## src/rtl/program_loader.sv

```systemverilog
// Byte-stream program loader: assembles framed host bytes into 32-bit words and writes them to instruction memory.
// Optional checksum byte after the image is enabled with `define LOADER_CHECKSUM_EN.
module program_loader #(
  parameter int ADDR_WIDTH = 8,
  parameter int DATA_WIDTH = 32
) (
  input  logic                  clk,
  input  logic                  rst,
  input  logic [7:0]            rx_data,
  input  logic                  rx_valid,
  output logic                  rx_ready,
  output logic                  mem_we,
  output logic [ADDR_WIDTH-1:0] mem_addr,
  output logic [DATA_WIDTH-1:0] mem_wdata,
  output logic                  cpu_hold,
  output logic                  done,
  output logic                  err
);

  localparam int CW = ADDR_WIDTH + 1;
  localparam logic [CW-1:0] FULL_COUNT = {1'b1, {ADDR_WIDTH{1'b0}}};
  localparam logic [7:0] START_BYTE = 8'hA5;

  typedef enum logic [2:0] {
    IDLE,
    COUNT,
    DATA,
    WRITE,
`ifdef LOADER_CHECKSUM_EN
    CHECK,
`endif
    DONE
  } state_t;

  state_t state, next_state;

  logic [CW-1:0]         word_idx;
  logic [CW-1:0]         target;
  logic [1:0]            byte_cnt;
  logic [DATA_WIDTH-1:0] word;
  logic                  hold;
  logic                  accept;
  logic                  last_word;

  assign accept    = rx_valid && rx_ready;
  assign last_word = (word_idx + CW'(1)) == target;
  assign mem_addr  = word_idx[ADDR_WIDTH-1:0];
  assign mem_wdata = word;
  assign cpu_hold  = hold;

`ifdef LOADER_CHECKSUM_EN
  logic [7:0] sum;
  logic       err_q;
  assign err = err_q;

  // Running sum covers data bytes only; a mismatch leaves the CPU held until the next start byte.
  always_ff @(posedge clk) begin
    if (rst) begin
      sum   <= '0;
      err_q <= 1'b0;
    end else if (accept) begin
      if (state == IDLE && rx_data == START_BYTE) begin
        sum   <= '0;
        err_q <= 1'b0;
      end else if (state == DATA) begin
        sum <= sum + rx_data;
      end else if (state == CHECK && rx_data != sum) begin
        err_q <= 1'b1;
      end
    end
  end
`else
  assign err = 1'b0;
`endif

  always_ff @(posedge clk) begin
    if (rst) state <= IDLE;
    else     state <= next_state;
  end

  always_comb begin
    next_state = state;
    rx_ready   = 1'b0;
    mem_we     = 1'b0;
    done       = 1'b0;
    case (state)
      IDLE: begin
        rx_ready = 1'b1;
        if (accept && rx_data == START_BYTE) next_state = COUNT;
      end
      COUNT: begin
        rx_ready = 1'b1;
        if (accept) next_state = DATA;
      end
      DATA: begin
        rx_ready = 1'b1;
        if (accept && byte_cnt == 2'd3) next_state = WRITE;
      end
      WRITE: begin
        mem_we = 1'b1;
`ifdef LOADER_CHECKSUM_EN
        next_state = last_word ? CHECK : DATA;
`else
        next_state = last_word ? DONE : DATA;
`endif
      end
`ifdef LOADER_CHECKSUM_EN
      CHECK: begin
        rx_ready = 1'b1;
        if (accept) next_state = (rx_data == sum) ? DONE : IDLE;
      end
`endif
      DONE: begin
        done       = 1'b1;
        next_state = IDLE;
      end
      default: next_state = IDLE;
    endcase
  end

  // Word index advances after each write so the address seen during WRITE is the slot being filled.
  always_ff @(posedge clk) begin
    if (rst) begin
      word_idx <= '0;
      target   <= '0;
      byte_cnt <= '0;
      word     <= '0;
      hold     <= 1'b0;
    end else begin
      case (state)
        IDLE: begin
          if (accept && rx_data == START_BYTE) begin
            hold     <= 1'b1;
            word_idx <= '0;
            byte_cnt <= '0;
          end
        end
        COUNT: begin
          if (accept) target <= (rx_data == 8'd0) ? FULL_COUNT : CW'(rx_data);
        end
        DATA: begin
          if (accept) begin
            word     <= {word[DATA_WIDTH-9:0], rx_data};
            byte_cnt <= byte_cnt + 2'd1;
          end
        end
        WRITE: word_idx <= word_idx + CW'(1);
        DONE:  hold <= 1'b0;
        default: ;
      endcase
    end
  end

endmodule

```

## config.mk

```make
export PLATFORM = sky130hd
export DESIGN_NAME = program_loader
export DESIGN_NICKNAME = d
export VERILOG_FILES = /design/src/rtl/program_loader.sv
export SDC_FILE = /design/constraint.sdc
export NUM_CORES = 1
export LEC_CHECK = 0
export BUFFER_PORTS_ARGS = -buffer_cell sky130_fd_sc_hd__buf_2
export CAP_MARGIN = 20
export CORE_MARGIN = 10
export CORE_UTILIZATION = 53
export CTS_CLUSTER_SIZE = 20
export DETAILED_ROUTE_END_ITERATION = 10
export GPL_TIMING_DRIVEN = 0
export PLACE_DENSITY = 0.78
export SLEW_MARGIN = 20
export SYNTH_ARGS = -nofsm -noshare
export SYNTH_HDL_FRONTEND = slang
export SYNTH_SLANG_ARGS = --single-unit
```

## constraint.sdc

```tcl
create_clock -name clk -period 2.67 [get_ports clk]
set_clock_uncertainty 0.15 [all_clocks]
set_input_delay 0.534 -clock clk [delete_from_list [all_inputs] [get_ports clk]]
set_output_delay 0.534 -clock clk [all_outputs]
set_load 0.05 [all_outputs]
```

==> results.json, run 1 <==
{
  "hold_violations": 0,
  "gp_congestion": 0.8428,
  "drt_wl_total_mm": 6.130,
  "fp.dieW_um": 88.92,
  "dr_total_vias": 2304,
  "nNetsFinal": 391,
  "synth_ff_type": "dfxtp_1",
  "routed_via_density": 5.321,
  "synth_nets": 331,
  "critPathCaptureType": "output port",
  "ys_seq_area_share_pct": 44.53,
  "ant_nets": 0,
  "final_cell_mix": "nand2_1, buf_2, dfxtp_1, a21oi_1",
  "io_pins": 56,
  "path_clk_slew_ns": 0.10,
  "num_rows": 25,
  "clockBufferDepth": 2,
  "synth_cell_types": 40,
  "hp-class": "reg2reg",
  "setup_viol": 0,
  "slew_headroom_pct": 63.57,
  "grt_usage_pct": 16.40,
  "rsz0062_at_grt": "false",
  "grt_max_degree": 19,
  "die_h_um": 88.92,
  "cp_data_arrival_time_ns": 1.51,
  "fin_crit_sh_pct": 82.06,
  "power_leakage_nw": 1.242,
  "drc": 0,
  "path_class": "reg2out",
  "cts_hold_buf": 0,
  "cts_buffers": 5,
  "cts_tree": "done",
  "drt-initial-drc-count": 150,
  "hpwl_mm": 4.770,
  "max_freq_mhz": 456.4,
  "antennaDiodeCount": 0,
  "worst_pin_slew_ns": 0.5465,
  "first_global_vias": 2170,
  "powerDensity_nw_per_um2": 489.1,
  "synth-edff-count": 0,
  "crit_fanout": 10,
  "final_core_util_pct": 63.62,
  "drive_above_1_share_pct": 22.96,
  "dieArea_um2": 7907,
  "h-tree-depth": 2,
  "ys_seq_elements": 56,
  "p_clk_share_pct": 39.6,
  "syn_area_um2": 2517,
  "worstSkewPairLatency_ns": 0.31,
  "cts_setup_buffers": 0,
  "area_growth_pct": 17.79,
  "avgSynthCellArea_um2": 7.916,
  "syn_inst": 318,
  "grt_overflow_total": 0,
  "start_util_pct": 54.01,
  "period_minus_slack_ns": 2.191,
  "port_buffers": 53,
  "cts.sinks": 56,
  "cts_resized": 0,
  "power_frac_comb_pct": 2.8,
  "wl_per_cell_um": 14.16,
  "core_area_um2": 4661,
  "firstDrtPassIters": 4,
  "startpoint_type": "flip-flop",
  "swShare_pct": 22.10,
  "peakVddDrop_uv": 290.7,
  "tns_ns": 0,
  "status": "finished clean",
  "antenna_found_initial": 0,
  "p_sw_uw": 320.6,
  "ys_warn_count": 0,
  "internal-power_mw": 1.130,
  "grt_pass1_wl_mm": 10.32,
  "power_frac_seq_pct": 57.6,
  "crit_required_ns": 1.99,
  "drv_cap": 0,
  "synthArstFlopShare_pct": 0,
  "cts_root_buffer": "clkbuf_8",
  "layout_commonest_cell": "nand2_1",
  "maxSlewViolCount": 0
}
==> synthesized netlist by cell type (3+ instances only) <==
| cell type | number | area, um^2 |
|---|---|---|
| buf_4 | 10 | 75.07 |
| a21oi_1 | 49 | 245.2 |
| clkbuf_1 | 11 | 41.29 |
| xnor2_1 | 9 | 78.83 |
| nor3_1 | 5 | 25.02 |
| or3_1 | 3 | 18.77 |
| o31ai_1 | 4 | 30.03 |
| xor2_1 | 4 | 35.03 |
| nand2_1 | 90 | 337.8 |
| buf_2 | 5 | 25.02 |
| nand2b_1 | 5 | 31.28 |
| and3_1 | 4 | 25.02 |
| nor2_1 | 11 | 41.29 |
| dfxtp_1 | 56 | 1121 |
| o21ai_1 | 6 | 30.03 |
| nand3_1 | 11 | 55.05 |
==> power groups by stage <==
stage	registers, mW	clock network (mW)	logic (mW)
final	0.835	0.575	0.0406
after global routing	0.835	0.625	0.0448
after CTS	0.835	0.586	0.0401
after detailed placement	0.854	0	0.0399
after global placement	0.854	0	0.0396
after floorplan	0.854	0	0.0209
==> worst paths after layout <==
kind / slack [ns] / depth (start not counted) / from / end
max: 0.48 / 4 / state[2] / done
min: 0.31 / 2 / mem_wdata[30] / mem_wdata[30]
max reg2reg: 0.49 / 6 / word_idx[0] / state[2]
min reg2reg: 0.31 / 2 / mem_wdata[30] / mem_wdata[30]
==> cell families after synthesis <==
| group | Yosys count | share of synthesized area (%) |
|---|---|---|
| xor gates and xnor gates | 13 | 4.523 |
| other | 1 | 0.1490 |
| adders and majority gates | 2 | 0.9939 |
| buffers and inverters | 31 | 7.008 |
| and+or+nand+nor | 144 | 26.14 |
| AOI/OAI and AO/OA | 69 | 15.86 |
| DFF | 56 | 44.53 |
| muxes | 2 | 0.7953 |
==> routing by layer <==
| metal | GRT usage [%] | vias to the layer above | share of wire, % |
|---|---|---|---|
| li1 | - | 1180 | - |
| met1 | 20.47 | 1065 | 46 |
| met2 | 25.80 | 53 | 46 |
| met3 | 5.925 | 6 | 6.9 |
| met4 | 4.993 | 0 | 1.2 |
| met5 | 0 | - | 0 |
==> worst max-delay path, cell delays in order (launching register included) <==
cell and delay, ns:
dfxtp_1 0.32, buf_2 0.20, inv_1 0.14, nor3_1 0.23, buf_2 0.30
==> area by class of cell <==
cell class,instances,area [um^2]
sequential,56,1121
inverter,2,7.507
clock buffer,5,68.82
buffer,29,168.9
timing repair buffer,53,265.3
clock inverter,3,46.29
tap,54,67.56
multi-input combinational,231,1220
fill,420,1695
==> registers in the layout (all words and copies together), names as in the netlist <==
signal     count
byte_cnt       2
cpu_hold       1
mem_wdata     32
state          3
target         9
word_idx       9
==> per-stage QoR <==
stage / setup WS, ns / power (mW) / instance area, um^2 / hold slack [ns] / cells
after global routing: 0.2458 / 1.505 / 2965 / 0.3311 / 433
final: 0.4789 / 1.450 / 2965 / 0.3061 / 433
after detailed placement: 0.4080 / 0.8942 / 2850 / 0.2936 / 425
after global placement: 0.4225 / 0.8938 / 2850 / 0.2907 / 425
after CTS: 0.4529 / 1.461 / 2965 / 0.3083 / 433
after floorplan: 0.3008 / 0.8754 / 2517 / 0.2978 / 318
No activity file was read; power rests on OpenSTA's default activity.
==> run 2, diff against run 1 <==
- clock period: 2.67 -> 2.2 ns (I/O delays scaled with it)
==> run 2 against run 1 <==
Cell area fell by 0.13%; global-route usage fell by 0.56 points; cell count did not move; critical path depth did not move; total power rose by 13%; clock-buffer cell count rose by 1; critical path type unchanged; clock power barely moved; largest cell class unchanged; worst setup slack got worse by 0.33 ns; non-clock buffer count did not move; first-iteration DRC count fell by 29%.
==> results.json, run 2 (synthesis gave the netlist of run 1 again) <==
{
  "status": "finished clean",
  "cts_buffers": 5,
  "crit_required_ns": 1.61,
  "met3_usage_pct": 5.196,
  "drt_wl_total_mm": 6.133,
  "tns_ns": 0,
  "dr_total_vias": 2285,
  "setup_viol": 0,
  "fin_crit_sh_pct": 93.41,
  "final_core_util_pct": 63.54,
  "grt_pass1_wl_mm": 9.984,
  "cts_hold_buf": 0,
  "cts_resized": 0,
  "cp_data_arrival_time_ns": 1.47,
  "hp-class": "in2reg",
  "grt_util_met1_pct": 20.28,
  "met2_usage_pct": 24.67,
  "drc": 0,
  "cts_root_buffer": "clkbuf_8",
  "start_util_pct": 54.01,
  "crit_fanout": 10,
  "antennaDiodeCount": 0,
  "worstSkewPairLatency_ns": 0.32,
  "worst_pin_slew_ns": 0.5805,
  "fp.dieW_um": 88.92,
  "dp_slack_ns": 0.01907,
  "gr-max-usage-layer": "met2",
  "core_area_um2": 4661,
  "final_area_um2": 2962,
  "cts_tree": "done",
  "slew_headroom_pct": 61.30,
  "path_class": "reg2out",
  "powerDensity_nw_per_um2": 552.2,
  "largest_reg_flops": 32,
  "drive_above_1_share_pct": 24.01,
  "path_clk_slew_ns": 0.10,
  "maxSlewViolCount": 0,
  "dieArea_um2": 7907,
  "cts.sinks": 56,
  "grt_overflow_total": 0,
  "io_pins": 56,
  "max_freq_mhz": 486.6,
  "ant_nets": 0,
  "gp_congestion": 0.8388,
  "cts_setup_buffers": 0,
  "die_h_um": 88.92,
  "rsz0062_at_grt": "false",
  "peakVddDrop_uv": 521.7,
  "routed_via_density": 5.277,
  "hpwl_mm": 4.651,
  "power_leakage_nw": 1.225,
  "antenna_found_initial": 0,
  "clockBufferDepth": 2,
  "num_rows": 25,
  "port_buffers": 53,
  "startpoint_type": "flip-flop",
  "critPathCaptureType": "output port",
  "nNetsFinal": 391,
  "firstDrtPassIters": 4,
  "grt_max_degree": 18,
  "wl_per_cell_um": 14.16,
  "layout_setup_ws_ns": 0.1449,
  "final_cell_mix": "nand2_1, buf_2, dfxtp_1, a21oi_1, clkbuf_1",
  "period_minus_slack_ns": 2.055,
  "drt-initial-drc-count": 107,
  "holdWs_ns": 0.2257,
  "placed_cell_area_um2": 2855,
  "layout_commonest_cell": "nand2_1",
  "first_global_vias": 2107,
  "grt_usage_pct": 15.84,
  "hold_violations": 0,
  "area_growth_pct": 17.64,
  "h-tree-depth": 2,
  "drv_cap": 0
}
-- run 2: changes by cell type in the layout (fill, tap and decap cells not counted), sizes merged --
cell	previous run	this run
clkbuf	17	19
buf	70	69
bufinv	1	0
-- run 2: path summary, 6_finish.rpt --
path	slack, ns	depth (start not counted)	end	from
min	0.23	3	mem_wdata[3]	rx_data[3]
min reg2reg	0.31	2	mem_wdata[31]	mem_wdata[31]
max reg2reg	0.19	6	state[2]	word_idx[1]
max	0.14	4	done	state[2]
-- run 2: layout make-up --
class	instances	area (um^2)
fill	416	1699
multi-input combinational	231	1241
sequential	56	1122
timing repair buffer	53	267.8
buffer	29	168.9
clock buffer	6	72.57
tap	54	67.56
clock inverter	2	13.76
inverter	2	7.507
-- run 2: metal layers --
metal  vias up  share of wire (%)
met2        47                 45
met5         -                  0
met3         6                6.3
met1      1050                 47
met4         0                1.2
li1       1182                  -
-- run 2: critical path: stages, from the launching register on --
cell and delay [ns]:
dfxtp_1 0.32, buf_2 0.21, inv_1 0.15, nor3_2 0.21, clkbuf_4 0.26
-- run 2: power by group --
group	internal [mW]	switching [mW]	total, mW
Combinational	0.0124	0.0367	0.0491
Clock	0.228	0.345	0.573
Sequential	1.01	0.000139	1.01
Total	1.25	0.382	1.64
-- run 2: metrics by stage --
step	power (mW)	cells
after floorplan	1.062	318
after global placement	1.085	425
after detailed placement	1.085	425
after CTS	1.636	433
after global routing	1.687	433
final	1.636	433
